## src/rtl/mu0_pkg.sv

```systemverilog
// mu0_pkg: shared widths, opcode encodings and controller state type for the
// MU0 accumulator CPU.
package mu0_pkg;

  localparam int DATA_W = 16;
  localparam int ADDR_W = 12;

  localparam logic [3:0] OP_LDA = 4'h0;
  localparam logic [3:0] OP_STA = 4'h1;
  localparam logic [3:0] OP_ADD = 4'h2;
  localparam logic [3:0] OP_SUB = 4'h3;
  localparam logic [3:0] OP_JMP = 4'h4;
  localparam logic [3:0] OP_JGE = 4'h5;
  localparam logic [3:0] OP_JNE = 4'h6;
  localparam logic [3:0] OP_STP = 4'h7;

  typedef enum logic {
    FETCH   = 1'b0,
    EXECUTE = 1'b1
  } state_t;

endpackage

```

## src/rtl/mu0_if.sv

```systemverilog
// mu0_if: single memory port between the MU0 core (master) and external memory
// (slave).
// Handshake: there is no valid/ready pair. memory_read and memory_write are
// one-cycle strobes, never both high. On a read, memory drives data_in
// combinationally from address in the same cycle. On a write, memory captures
// data_out at address on the rising edge that ends the cycle.
interface mu0_if;
  import mu0_pkg::*;

  logic [ADDR_W-1:0] address;
  logic [DATA_W-1:0] data_in;
  logic [DATA_W-1:0] data_out;
  logic              memory_read;
  logic              memory_write;

  modport master (
    output address, data_out, memory_read, memory_write,
    input  data_in
  );

  modport slave (
    input  address, data_out, memory_read, memory_write,
    output data_in
  );
endinterface

```

## src/rtl/mu0_control.sv

```systemverilog
// mu0_control: two-state fetch/execute FSM plus opcode decoder for MU0.
// Optional macro MU0_ILLEGAL_HALT_EN: opcodes 8-F halt the CPU instead of
// acting as no-ops.
module mu0_control
  import mu0_pkg::*;
(
  input  logic       clk,
  input  logic       rst,
  input  logic [3:0] opcode_i,
  input  logic       flag_n_i,
  input  logic       flag_z_i,
  output logic       memory_read_o,
  output logic       memory_write_o,
  output logic       fetch_o,
  output logic       pc_load_o,
  output logic       acc_load_o,
  output logic       acc_mem_o,
  output logic       alu_sub_o,
  output logic       halted_o,
  output state_t     state_o
);

  state_t state_q, state_d;
  logic   halted_q, halted_d;

  // State and halt registers; reset returns to a clean fetch.
  always_ff @(posedge clk) begin
    if (rst) begin
      state_q  <= FETCH;
      halted_q <= 1'b0;
    end else begin
      state_q  <= state_d;
      halted_q <= halted_d;
    end
  end

  // Next state and per-cycle control strobes; a halted CPU parks in EXECUTE
  // with every strobe low, which freezes the whole datapath.
  always_comb begin
    state_d        = state_q;
    halted_d       = halted_q;
    memory_read_o  = 1'b0;
    memory_write_o = 1'b0;
    fetch_o        = 1'b0;
    pc_load_o      = 1'b0;
    acc_load_o     = 1'b0;
    acc_mem_o      = 1'b0;
    alu_sub_o      = 1'b0;
    case (state_q)
      FETCH: begin
        fetch_o       = 1'b1;
        memory_read_o = 1'b1;
        state_d       = EXECUTE;
      end
      EXECUTE: begin
        if (!halted_q) begin
          state_d = FETCH;
          case (opcode_i)
            OP_LDA: begin
              memory_read_o = 1'b1;
              acc_load_o    = 1'b1;
              acc_mem_o     = 1'b1;
            end
            OP_STA: memory_write_o = 1'b1;
            OP_ADD: begin
              memory_read_o = 1'b1;
              acc_load_o    = 1'b1;
            end
            OP_SUB: begin
              memory_read_o = 1'b1;
              acc_load_o    = 1'b1;
              alu_sub_o     = 1'b1;
            end
            OP_JMP: pc_load_o = 1'b1;
            OP_JGE: pc_load_o = !flag_n_i;
            OP_JNE: pc_load_o = !flag_z_i;
            OP_STP: begin
              halted_d = 1'b1;
              state_d  = EXECUTE;
            end
            default: begin
`ifdef MU0_ILLEGAL_HALT_EN
              halted_d = 1'b1;
              state_d  = EXECUTE;
`endif
            end
          endcase
        end
      end
    endcase
  end

  assign halted_o = halted_q;
  assign state_o  = state_q;

endmodule

```

## src/rtl/mu0_core.sv

```systemverilog
// mu0_core: MU0 16-bit accumulator CPU. It holds the PC, ACC and IR datapath
// and instantiates mu0_control. Memory is external and is reached through
// mu0_if. Optional macro MU0_ILLEGAL_HALT_EN is handled in mu0_control.
module mu0_core
  import mu0_pkg::*;
(
  input  logic              clk,
  input  logic              rst,
  mu0_if.master             mem,
  output logic              fetch,
  output logic [DATA_W-1:0] acc,
  output logic [ADDR_W-1:0] pc,
  output logic [1:0]        flags,
  output state_t            dbg_state,
  output logic              halted
);

  logic [ADDR_W-1:0] pc_q, pc_d;
  logic [DATA_W-1:0] acc_q, acc_d;
  logic [DATA_W-1:0] ir_q, ir_d;
  logic [DATA_W-1:0] alu_res;
  logic flag_n, flag_z;
  logic pc_load, acc_load, acc_mem, alu_sub;

  assign flag_n = acc_q[DATA_W-1];
  assign flag_z = (acc_q == '0);

  mu0_control u_control (
    .clk            (clk),
    .rst            (rst),
    .opcode_i       (ir_q[15:12]),
    .flag_n_i       (flag_n),
    .flag_z_i       (flag_z),
    .memory_read_o  (mem.memory_read),
    .memory_write_o (mem.memory_write),
    .fetch_o        (fetch),
    .pc_load_o      (pc_load),
    .acc_load_o     (acc_load),
    .acc_mem_o      (acc_mem),
    .alu_sub_o      (alu_sub),
    .halted_o       (halted),
    .state_o        (dbg_state)
  );

  // Adder/subtractor, address mux and next-state values for PC, ACC and IR.
  always_comb begin
    alu_res = alu_sub ? (acc_q - mem.data_in) : (acc_q + mem.data_in);
    pc_d    = pc_q;
    acc_d   = acc_q;
    ir_d    = ir_q;
    if (fetch) begin
      ir_d = mem.data_in;
      pc_d = pc_q + 12'd1;
    end
    if (pc_load) pc_d = ir_q[ADDR_W-1:0];
    if (acc_load) acc_d = acc_mem ? mem.data_in : alu_res;
  end

  // Datapath registers; reset abandons any instruction in flight.
  always_ff @(posedge clk) begin
    if (rst) begin
      pc_q  <= '0;
      acc_q <= '0;
      ir_q  <= '0;
    end else begin
      pc_q  <= pc_d;
      acc_q <= acc_d;
      ir_q  <= ir_d;
    end
  end

  assign mem.address  = fetch ? pc_q : ir_q[ADDR_W-1:0];
  assign mem.data_out = acc_q;
  assign acc          = acc_q;
  assign pc           = pc_q;
  assign flags        = {flag_n, flag_z};

endmodule

```

## src/flat_wrapper.sv

```systemverilog
// flat-port wrapper written by rule: the top's interface ports become plain ports
module mu0_core_flat import mu0_pkg::*;
  (clk, rst, fetch, acc, pc, flags, dbg_state, halted, mem_address, mem_data_out, mem_memory_read, mem_memory_write, mem_data_in);
  mu0_if mem_i ();
  input  logic clk;
  input  logic rst;
  output logic fetch;
  output logic [DATA_W-1:0] acc;
  output logic [ADDR_W-1:0] pc;
  output logic [1:0] flags;
  output state_t dbg_state;
  output logic halted;
  output wire logic [$bits(mem_i.address)-1:0] mem_address;
  output wire logic [$bits(mem_i.data_out)-1:0] mem_data_out;
  output wire logic [$bits(mem_i.memory_read)-1:0] mem_memory_read;
  output wire logic [$bits(mem_i.memory_write)-1:0] mem_memory_write;
  input wire logic [$bits(mem_i.data_in)-1:0] mem_data_in;
  assign mem_address = mem_i.address;
  assign mem_data_out = mem_i.data_out;
  assign mem_memory_read = mem_i.memory_read;
  assign mem_memory_write = mem_i.memory_write;
  assign mem_i.data_in = mem_data_in;
  mu0_core u_core (.clk(clk), .rst(rst), .mem(mem_i), .fetch(fetch), .acc(acc), .pc(pc), .flags(flags), .dbg_state(dbg_state), .halted(halted));
endmodule
```

## config.mk

```make
export PLATFORM = sky130hd
export DESIGN_NAME = mu0_core_flat
export DESIGN_NICKNAME = d
export VERILOG_FILES = /design/src/rtl/mu0_pkg.sv /design/src/rtl/mu0_if.sv /design/src/rtl/mu0_control.sv /design/src/rtl/mu0_core.sv /design/src/flat_wrapper.sv
export SDC_FILE = /design/constraint.sdc
export NUM_CORES = 1
export LEC_CHECK = 0
export BUFFER_PORTS_ARGS = -buffer_cell sky130_fd_sc_hd__buf_4
export CAP_MARGIN = 15
export CELL_PAD_IN_SITES_DETAIL_PLACEMENT = 1
export CELL_PAD_IN_SITES_GLOBAL_PLACEMENT = 1
export CORE_MARGIN = 4
export CORE_UTILIZATION = 36
export CTS_BUF_LIST = sky130_fd_sc_hd__clkbuf_4 sky130_fd_sc_hd__clkbuf_8
export CTS_CLUSTER_SIZE = 12
export DETAILED_ROUTE_END_ITERATION = 7
export PLACE_DENSITY = 0.79
export SYNTH_ARGS = -nofsm -noshare
export SYNTH_HDL_FRONTEND = slang
export SYNTH_SLANG_ARGS = --single-unit
export TNS_END_PERCENT = 50
```

## constraint.sdc

```tcl
create_clock -name clk -period 3.1 [get_ports clk]
set_input_delay 0.62 -clock clk [delete_from_list [all_inputs] [get_ports clk]]
set_output_delay 0.62 -clock clk [all_outputs]
set_load 0.05 [all_outputs]
```

Yosys cells after proc, flatten, opt, wreduce, memory -nomap -nowiden
Index checks and enable logic that the tools add are counted.
{"block": "totals", "regBits": 46, "inputBits": 18, "output_inout_bits": 63, "wordCells": 47}
{"block": "op_classes", "n_addsub": 3, "n_eq_ne": 8, "muxes": 25, "n_bitwise": 1, "reduce_logical": 5}
{"cell": "$mux W12", "n": 3}
{"cell": "$mux W16", "n": 2}
{"cell": "$mux W1", "n": 17}
{"cell": "$add A16 B16 Y16", "n": 1}
{"cell": "$eq A4 B3 Y1 const B", "n": 4}
{"cell": "$logic_not A16 Y1", "n": 1}
{"cell": "$sub A16 B16 Y16", "n": 1}
{"cell": "$add A12 B1 Y12 const B", "n": 1}
{"cell": "$eq A4 B2 Y1 const B", "n": 2}
{"cell": "$eq A4 B1 Y1 const B", "n": 1}
{"cell": "$logic_not A4 Y1", "n": 1}
{"cell": "$pmux W1 S2", "n": 2}
{"cell": "$pmux W1 S3", "n": 1}
{"cell": "$reduce_or A3 Y1", "n": 1}
{"cell": "$logic_not A1 Y1", "n": 2}
{"cell": "$ne A2 B1 Y1 const B", "n": 1}
{"cell": "$not A1 Y1", "n": 1}

Depth between registers and ports, before layout
Gate-level depths: netlist of the first run.
{"block": "depth", "ltp_word": 6, "ltp_mapped": 15}

By module
From an unflattened synthesis of the first run, not the netlist that was laid out.
{"block": "unflattened", "hier_cells": 431, "hier_area_um2": 3258.1}
{"mod": "mu0_core", "n_inst": 1, "cells_per_inst": 411, "area_per_inst_um2": 3096.7, "seq_area_each_um2": 880.8}
{"mod": "mu0_control", "n_inst": 1, "cells_per_inst": 20, "area_per_inst_um2": 161.4, "seq_area_each_um2": 40.0}

Worst setup path after synthesis of the first run
No wires, ideal clock.
{"block": "synth_timing", "path_type": "register -> register", "start": "register u_core.u_control.state_q (netlist: u_core.u_control.state_o)", "end": "register u_core.acc_q[15] (netlist: u_core.acc[15])", "t_arrival_ns": 3.266, "required_ns": 2.969, "setup_slack_ns": -0.297, "stages_incl_launch_ff": 15, "path_buffers": 1, "cell_sequence": "dfxtp_1 buf_4 inv_1 nor4_2 nand3_1 nand2_1 xor2_1 ha_1 a21oi_1 inv_1 a2111oi_0 o21ai_0 o221ai_1 xnor2_1 o22ai_1"}
{"block": "synth_between", "elab_chain_len": 3, "elab_cells_between_ends": 5, "classes_between": "5 x mux"}
{"item": "from (decl)", "line_no": "mu0_control.sv:23", "text": "state_t state_q, state_d;"}
{"item": "from (signal assigned)", "line_no": "mu0_control.sv:32", "text": "state_q <= state_d;"}
{"item": "$mux W1", "line_no": "mu0_control.sv:49", "text": "case (state_q)"}
{"item": "$mux W16", "line_no": "mu0_core.sv:47", "text": "alu_res = alu_sub ? (acc_q - mem.data_in) : (acc_q + mem.data_in);"}
{"item": "$mux W16", "line_no": "mu0_core.sv:56", "text": "if (acc_load) acc_d = acc_mem ? mem.data_in : alu_res;"}
{"item": "to (signal assigned)", "line_no": "mu0_core.sv:63", "text": "acc_q <= '0;"}
{"item": "to (signal assigned)", "line_no": "mu0_core.sv:67", "text": "acc_q <= acc_d;"}
{"item": "to (decl)", "line_no": "mu0_core.sv:19", "text": "logic [DATA_W-1:0] acc_q, acc_d;"}
Parallel ways exist; a longest one is shown, timed or not.
A chain may end at the register's enable or synchronous reset.

Final worst setup path of the first run
{"block": "layout_timing", "start": "register u_core.u_control.state_q (netlist: u_core.u_control.state_o)", "end": "register u_core.acc_q[14] (netlist: u_core.acc[14])"}
Same word-level chain as after synthesis.

==> flow_summary.json, run 1 <==
{
  "status": "finished with violations",
  "violations": "setup timing",
  "wl_per_cell_um": 18.3,
  "grt_overflow": 0,
  "synthArstFlopShare": 0,
  "coreArea_um2": 8810,
  "antenna_found_initial": 0,
  "p_leak_nw": 1.98,
  "hold_class": "reg2reg",
  "ir_drop_mv": 0.212,
  "dp_hpwl_um": 9180,
  "cp_top_family": "compound AO/OA/AOI/OAI gates",
  "finalHoldViolations": 0,
  "p_total_w": 0.00207,
  "fin_util": 0.503,
  "ys_ff_latch": 46,
  "whs_ps": 495,
  "drt_iter0_markers": 134,
  "cts_max_path_buffers": 2,
  "layout_min_cycle_time_ps": 3110,
  "htreeDepth": 2,
  "synth.avg_cell_area_um2": 7.48,
  "die_h_um": 104,
  "syn_inst": 441,
  "cts_buffers": 5,
  "endpoint_kind": "flop",
  "path_clk_slew_ps": 100,
  "die_w_um": 104,
  "grt_max_degree": 53,
  "fmax_mhz": 321,
  "vias_per_cell": 5.60,
  "synthAdderAreaFrac": 0.0706,
  "area_delta_synth_final_pct": 34.3,
  "postCtsHoldBufs": 0,
  "worst_pin_slew_ps": 1060,
  "synthFlopType": "dfxtp_1",
  "clock_latency_ps": 310,
  "antenna_cells": 0,
  "critPathSlowestCell": "dfxtp_4",
  "crit_top_cell": "o31a_1",
  "critPathKind": "reg2reg",
  "grt_pass1_wl_um": 19400,
  "grt_pass1_vias": 3689,
  "rsz0062_at_grt": "true",
  "synth_compound_area_frac": 0.259,
  "initial_core_util": 0.375,
  "synth-simple-area-share": 0.210,
  "syn-num-nets": 477,
  "critPathBufInv": 2,
  "ios": 81,
  "crit_fanout": 6,
  "cp_data_arrival_time_ps": 3290,
  "synthMuxAreaShare": 0.0121,
  "dr.pass1.iters": 4,
  "synth_area_um2": 3300,
  "powerDensity_nw_per_um2": 468,
  "setup_viol": 1,
  "drv_slew": 0,
  "clock-sinks": 46,
  "synth_xor_area_frac": 0.0770,
  "drive_above_1_share": 0.310,
  "yosysWarnings": 0,
  "crit_path_start_kind": "flop",
  "synth_seq_area_share": 0.279,
  "cts_tree": "yes",
  "placementRows": 34,
  "setup_tns_ps": -13.7,
  "critPathRequiredTime_ps": 3280,
  "track_usage": 0.220,
  "slowest_delay_ps": 370,
  "pre_cts_ws_ps": -291,
  "wirelength_um": 12000,
  "synth_edf_count": 0,
  "dr_total_vias": 3655,
  "synth_top_family_by_area": "compound AO/OA/AOI/OAI gates",
  "port_buffers": 80,
  "cts-root-buf": "clkbuf_8",
  "maxCapViolations": 0,
  "crit_chain": "inv_4 > nor4_4 > nand3_4 > o31ai_4 > xor2_1 > ha_1 > buf_6 > o21a_1 > o31a_1 > o31a_1 > nor4_1 > o21bai_1 > xnor2_1 > o22ai_1",
  "dieArea_um2": 10800,
  "slew_headroom": 0.294,
  "finClkSkew_ps": 9.92,
  "final_antenna_net_count": 0,
  "period_share": 1.00,
  "fin_ws_ps": -13.7,
  "nets": 580,
  "drc_errors": 0,
  "r2r_slack_ps": -10,
  "place.gp.congestion": 0.910,
  "synth.distinct_cells": 51
}
## flip-flops by register name (all words and copies together), names as in the netlist
signal and cells:
u_core.u_control.state_o 1, u_core.pc 12, u_core.ir_q 16, u_core.u_control.halted_o 1
u_core.acc 16
## cell usage after synthesis (2+ instances only)
| cell type | n | area share |
|---|---|---|
| nand2_1 | 53 | 0.060 |
| dfxtp_1 | 46 | 0.28 |
| a21oi_1 | 42 | 0.064 |
| nor2_1 | 41 | 0.047 |
| o21ai_0 | 33 | 0.050 |
| buf_4 | 20 | 0.046 |
| inv_1 | 20 | 0.023 |
| clkbuf_1 | 18 | 0.020 |
| ha_1 | 17 | 0.064 |
| xnor2_1 | 17 | 0.045 |
| nor3_1 | 14 | 0.021 |
| xor2_1 | 12 | 0.032 |
| a22oi_1 | 9 | 0.020 |
| nand3_1 | 8 | 0.012 |
| nor4_1 | 7 | 0.013 |
| a211oi_1 | 6 | 0.014 |
| a221oi_1 | 6 | 0.016 |
| a21o_1 | 5 | 0.011 |
| a31oi_1 | 4 | 0.0076 |
| and3_1 | 4 | 0.0076 |
| mux2i_1 | 4 | 0.012 |
| nand2b_1 | 4 | 0.0076 |
| nand4_1 | 4 | 0.0076 |
| o211ai_1 | 4 | 0.0091 |
| o31a_1 | 4 | 0.011 |
| nor2b_1 | 3 | 0.0057 |
| o31ai_1 | 3 | 0.0068 |
| or3_1 | 3 | 0.0057 |
| a211o_1 | 2 | 0.0053 |
| a311oi_1 | 2 | 0.0053 |
| and2_1 | 2 | 0.0038 |
| buf_1 | 2 | 0.0023 |
| o21bai_1 | 2 | 0.0046 |
| o221ai_1 | 2 | 0.0053 |
| o22ai_1 | 2 | 0.0038 |
## metrics by stage
step / cell area, µm² / cells
2_1_floorplan: 3320 / 441
3_3_place_gp: 4210 / 640
3_5_place_dp: 4210 / 640
4_1_cts: 4320 / 649
5_1_grt: 4430 / 653
6_report: 4430 / 653
## power breakdown
group          internal (W)  switching (W)
registers          0.000637      0.0000609
clock network      0.000166       0.000223
logic              0.000369       0.000616
## kinds of logic (layout without fill, tap and decap cells)
group           count (synthesis)  count (layout)
compound gates                133             133
xor+xnor                       29              29
fa+ha+maj                      18              18
buf+inv                        61             165
flops                          46              46
mux                             4               4
simple gates                  150             150
## worst register-to-register path, stage by stage, from the launching register on
cell and delay [ps]:
dfxtp_4 370, inv_4 40, nor4_4 350, nand3_4 170, o31ai_4 100, xor2_1 190, ha_1 280, buf_6 130
o21a_1 160, o31a_1 130, o31a_1 360, nor4_1 320, o21bai_1 140, xnor2_1 150, o22ai_1 90
## metal layers
layer | global-route usage | vias up | wire [µm]
met5 | 0 | - | 0
li1 | - | 1765 | -
met2 | 0.385 | 88 | 5910
met1 | 0.283 | 1782 | 5480
met4 | 0.0636 | 0 | 231
met3 | 0.0311 | 20 | 358
## path summary, 6_finish.rpt
kind / end / from / cells after the start
worst max-delay path: u_core.acc[14]$_SDFFE_PP0P_ / u_core.u_control.state_o$_SDFF_PP0_ / 14
worst min-delay path: u_core.ir_q[3]$_SDFFE_PP0N_ / u_core.ir_q[3]$_SDFFE_PP0N_ / 2
worst max register to register: u_core.acc[14]$_SDFFE_PP0P_ / u_core.u_control.state_o$_SDFF_PP0_ / 14
worst min register to register: u_core.ir_q[3]$_SDFFE_PP0N_ / u_core.ir_q[3]$_SDFFE_PP0N_ / 2
## layout make-up
class                   instances  area, µm²
flip-flops and latches         46        925
well taps                     108        135
fillers                      1128       4380
inverters                      20       77.6
multi-input cells             334       2170
clock inverters                 2       10.0
repair buffers                137       1030
clock buffers                   6       76.3
## placed cells by master (no fill, tap or decap), drive strengths merged, types with 6 or more instances in the layout
master and count:
nand2 53, a22oi 9, a221oi 6, inv 20, a211oi 6, nor3 14, buf 137, xnor2 17
a21oi 42, nor2 42, dfxtp 46, nand3 8, nor4 8, o21ai 33, xor2 12, ha 17
clkbuf 6
## timing repair
item | 4_1_cts | 5_1_grt
pin swaps | 2 | 14
buffers inserted | 1 | 4
gates resized for setup | 3 | 22
hold endpoints to repair | 0 | 0
setup endpoints to repair | 6 | 10
(Power assumes the default switching activity.)
==> run 2, diff against run 1 <==
- PLACE_DENSITY: 0.79 -> not set
- PLACE_DENSITY_LB_ADDON: not set -> 0.1
==> flow_summary.json, run 2 (synthesis results as in run 1) <==
{
  "status": "finished with violations",
  "violations": "setup timing",
  "fin_ws_ps": -16.6,
  "place.gp.congestion": 0.963,
  "finClkSkew_ps": 12.9,
  "critPathKind": "in2reg",
  "crit_fanout": 3,
  "multi_input_area_um2": 2210,
  "p_comb_frac": 0.478,
  "track_usage": 0.222,
  "pwr-share-clk": 0.192,
  "nets": 586,
  "crit_path_start_kind": "input port",
  "cts_buffers": 5,
  "antenna_found_initial": 0,
  "min_path_cells": 2,
  "period_share": 1.01,
  "dp_hpwl_um": 9170,
  "slew_headroom": 0.316,
  "dp_cells": 645,
  "coreArea_um2": 8810,
  "die_h_um": 104,
  "dr_total_vias": 3665,
  "port_buffers": 80,
  "reg2reg_depth": 15,
  "wirelength_um": 12200,
  "drive_above_1_share": 0.336,
  "finalHoldViolations": 0,
  "rsz0062_at_grt": "true",
  "final_antenna_net_count": 0,
  "antenna_cells": 0,
  "cts_tree": "yes",
  "p_total_w": 0.00210,
  "seqPwrFrac": 0.330,
  "ir_drop_mv": 0.220,
  "htreeDepth": 2,
  "layout_common_cells": "buf_4 (139), nand2_1 (53), dfxtp_1 (42)",
  "drt_iter0_markers": 155,
  "endpoint_kind": "flop",
  "critPathRequiredTime_ps": 3290,
  "grt_pass1_vias": 3784,
  "finalNonFillerCells": 659,
  "vias_per_cell": 5.56,
  "netSwitchingPower_w": 0.000917,
  "fmax_mhz": 321,
  "setup_tns_ps": -33.3,
  "powerDensity_nw_per_um2": 465,
  "final-seq-area_um2": 931,
  "dieArea_um2": 10800,
  "drv_slew": 0,
  "ios": 81,
  "fillers": 1119,
  "layout_min_cycle_time_ps": 3120,
  "dr.pass1.iters": 4,
  "clock_latency_ps": 310,
  "intPower_w": 0.00119,
  "p_leak_nw": 2.02,
  "switching_share": 0.436,
  "setup_viol": 3,
  "die_w_um": 104,
  "worst_pin_slew_ps": 1030,
  "clock-sinks": 46,
  "hold_class": "reg2reg",
  "cts_max_path_buffers": 2,
  "grt_pass1_wl_um": 19600,
  "grt_max_degree": 53,
  "wl_per_cell_um": 18.5,
  "cp_data_arrival_time_ps": 3310,
  "maxCapViolations": 0,
  "grt_overflow": 0,
  "initial_core_util": 0.375,
  "cts-root-buf": "clkbuf_8",
  "drc_errors": 0,
  "area_delta_synth_final_pct": 37.3,
  "placementRows": 34,
  "path_clk_slew_ps": 100,
  "final_common_cell": "buf_4"
}
==> run 2: changes by cell type in the layout (fill, tap and decap cells not counted), sizes merged <==
cell / change
buf: +6
==> run 2: repair_timing <==
item	4_1_cts	5_1_grt
gates resized for setup	10	33
setup buffers	2	4
hold buffers	0	0
setup endpoints to repair	4	9
pin swaps	6	19
==> run 2: area by class of cell <==
cell class | count | area share
tap | 108 | 0.0298
clock inverter | 2 | 0.00304
inverter | 20 | 0.0166
timing repair buffer | 143 | 0.240
multi-input combinational | 334 | 0.488
sequential | 46 | 0.206
clock buffer | 6 | 0.0169
==> run 2: critical path, stage by stage <==
cell,delay (ps)
buf_4,120
inv_2,60
buf_4,110
nand3_2,80
or4_4,510
o31ai_4,340
xor2_1,120
ha_1,340
nand2_1,80
nor3_2,190
o31a_1,260
nor3_1,80
o21bai_1,160
xnor2_1,150
o21ai_0,90
==> run 2: metal layers <==
metal  share of wire  track usage  up-vias
met3           0.041       0.0348        7
met2            0.50        0.383       88
li1                -            -     1773
met1            0.45        0.294     1797
met4           0.010       0.0465        0
met5               0            0        -
==> run 2: final timing paths <==
| kind | endpoint | startpoint | slack, ps |
|---|---|---|---|
| max | u_core.acc[12]$_SDFFE_PP0P_ | mem_data_in[1] | -20 |
| min | u_core.ir_q[1]$_SDFFE_PP0N_ | u_core.ir_q[1]$_SDFFE_PP0N_ | 490 |
| max reg2reg | u_core.acc[10]$_SDFFE_PP0P_ | u_core.ir_q[15]$_SDFFE_PP0N_ | 20 |
| min reg2reg | u_core.ir_q[1]$_SDFFE_PP0N_ | u_core.ir_q[1]$_SDFFE_PP0N_ | 490 |
==> run 2: power by group through the flow <==
stage	clock [W]	sequential [W]	combinational, W
2_1_floorplan	0	0.000793	0.000556
3_3_place_gp	0	0.000704	0.000945
3_5_place_dp	0	0.000705	0.000956
4_1_cts	0.000421	0.000693	0.000975
5_1_grt	0.000434	0.000703	0.00108
6_report	0.000404	0.000695	0.00101
==> run 2: per-stage QoR <==
stage	hold slack [ps]	area, µm²	setup slack [ps]	util
final	492	4530	-16.6	0.514
after global routing	522	4530	-163	0.514
after CTS	494	4390	-27.5	0.499
after detailed placement	480	4250	-360	0.483
after global placement	472	4250	-219	0.483
after floorplan	456	3320	19.1	-
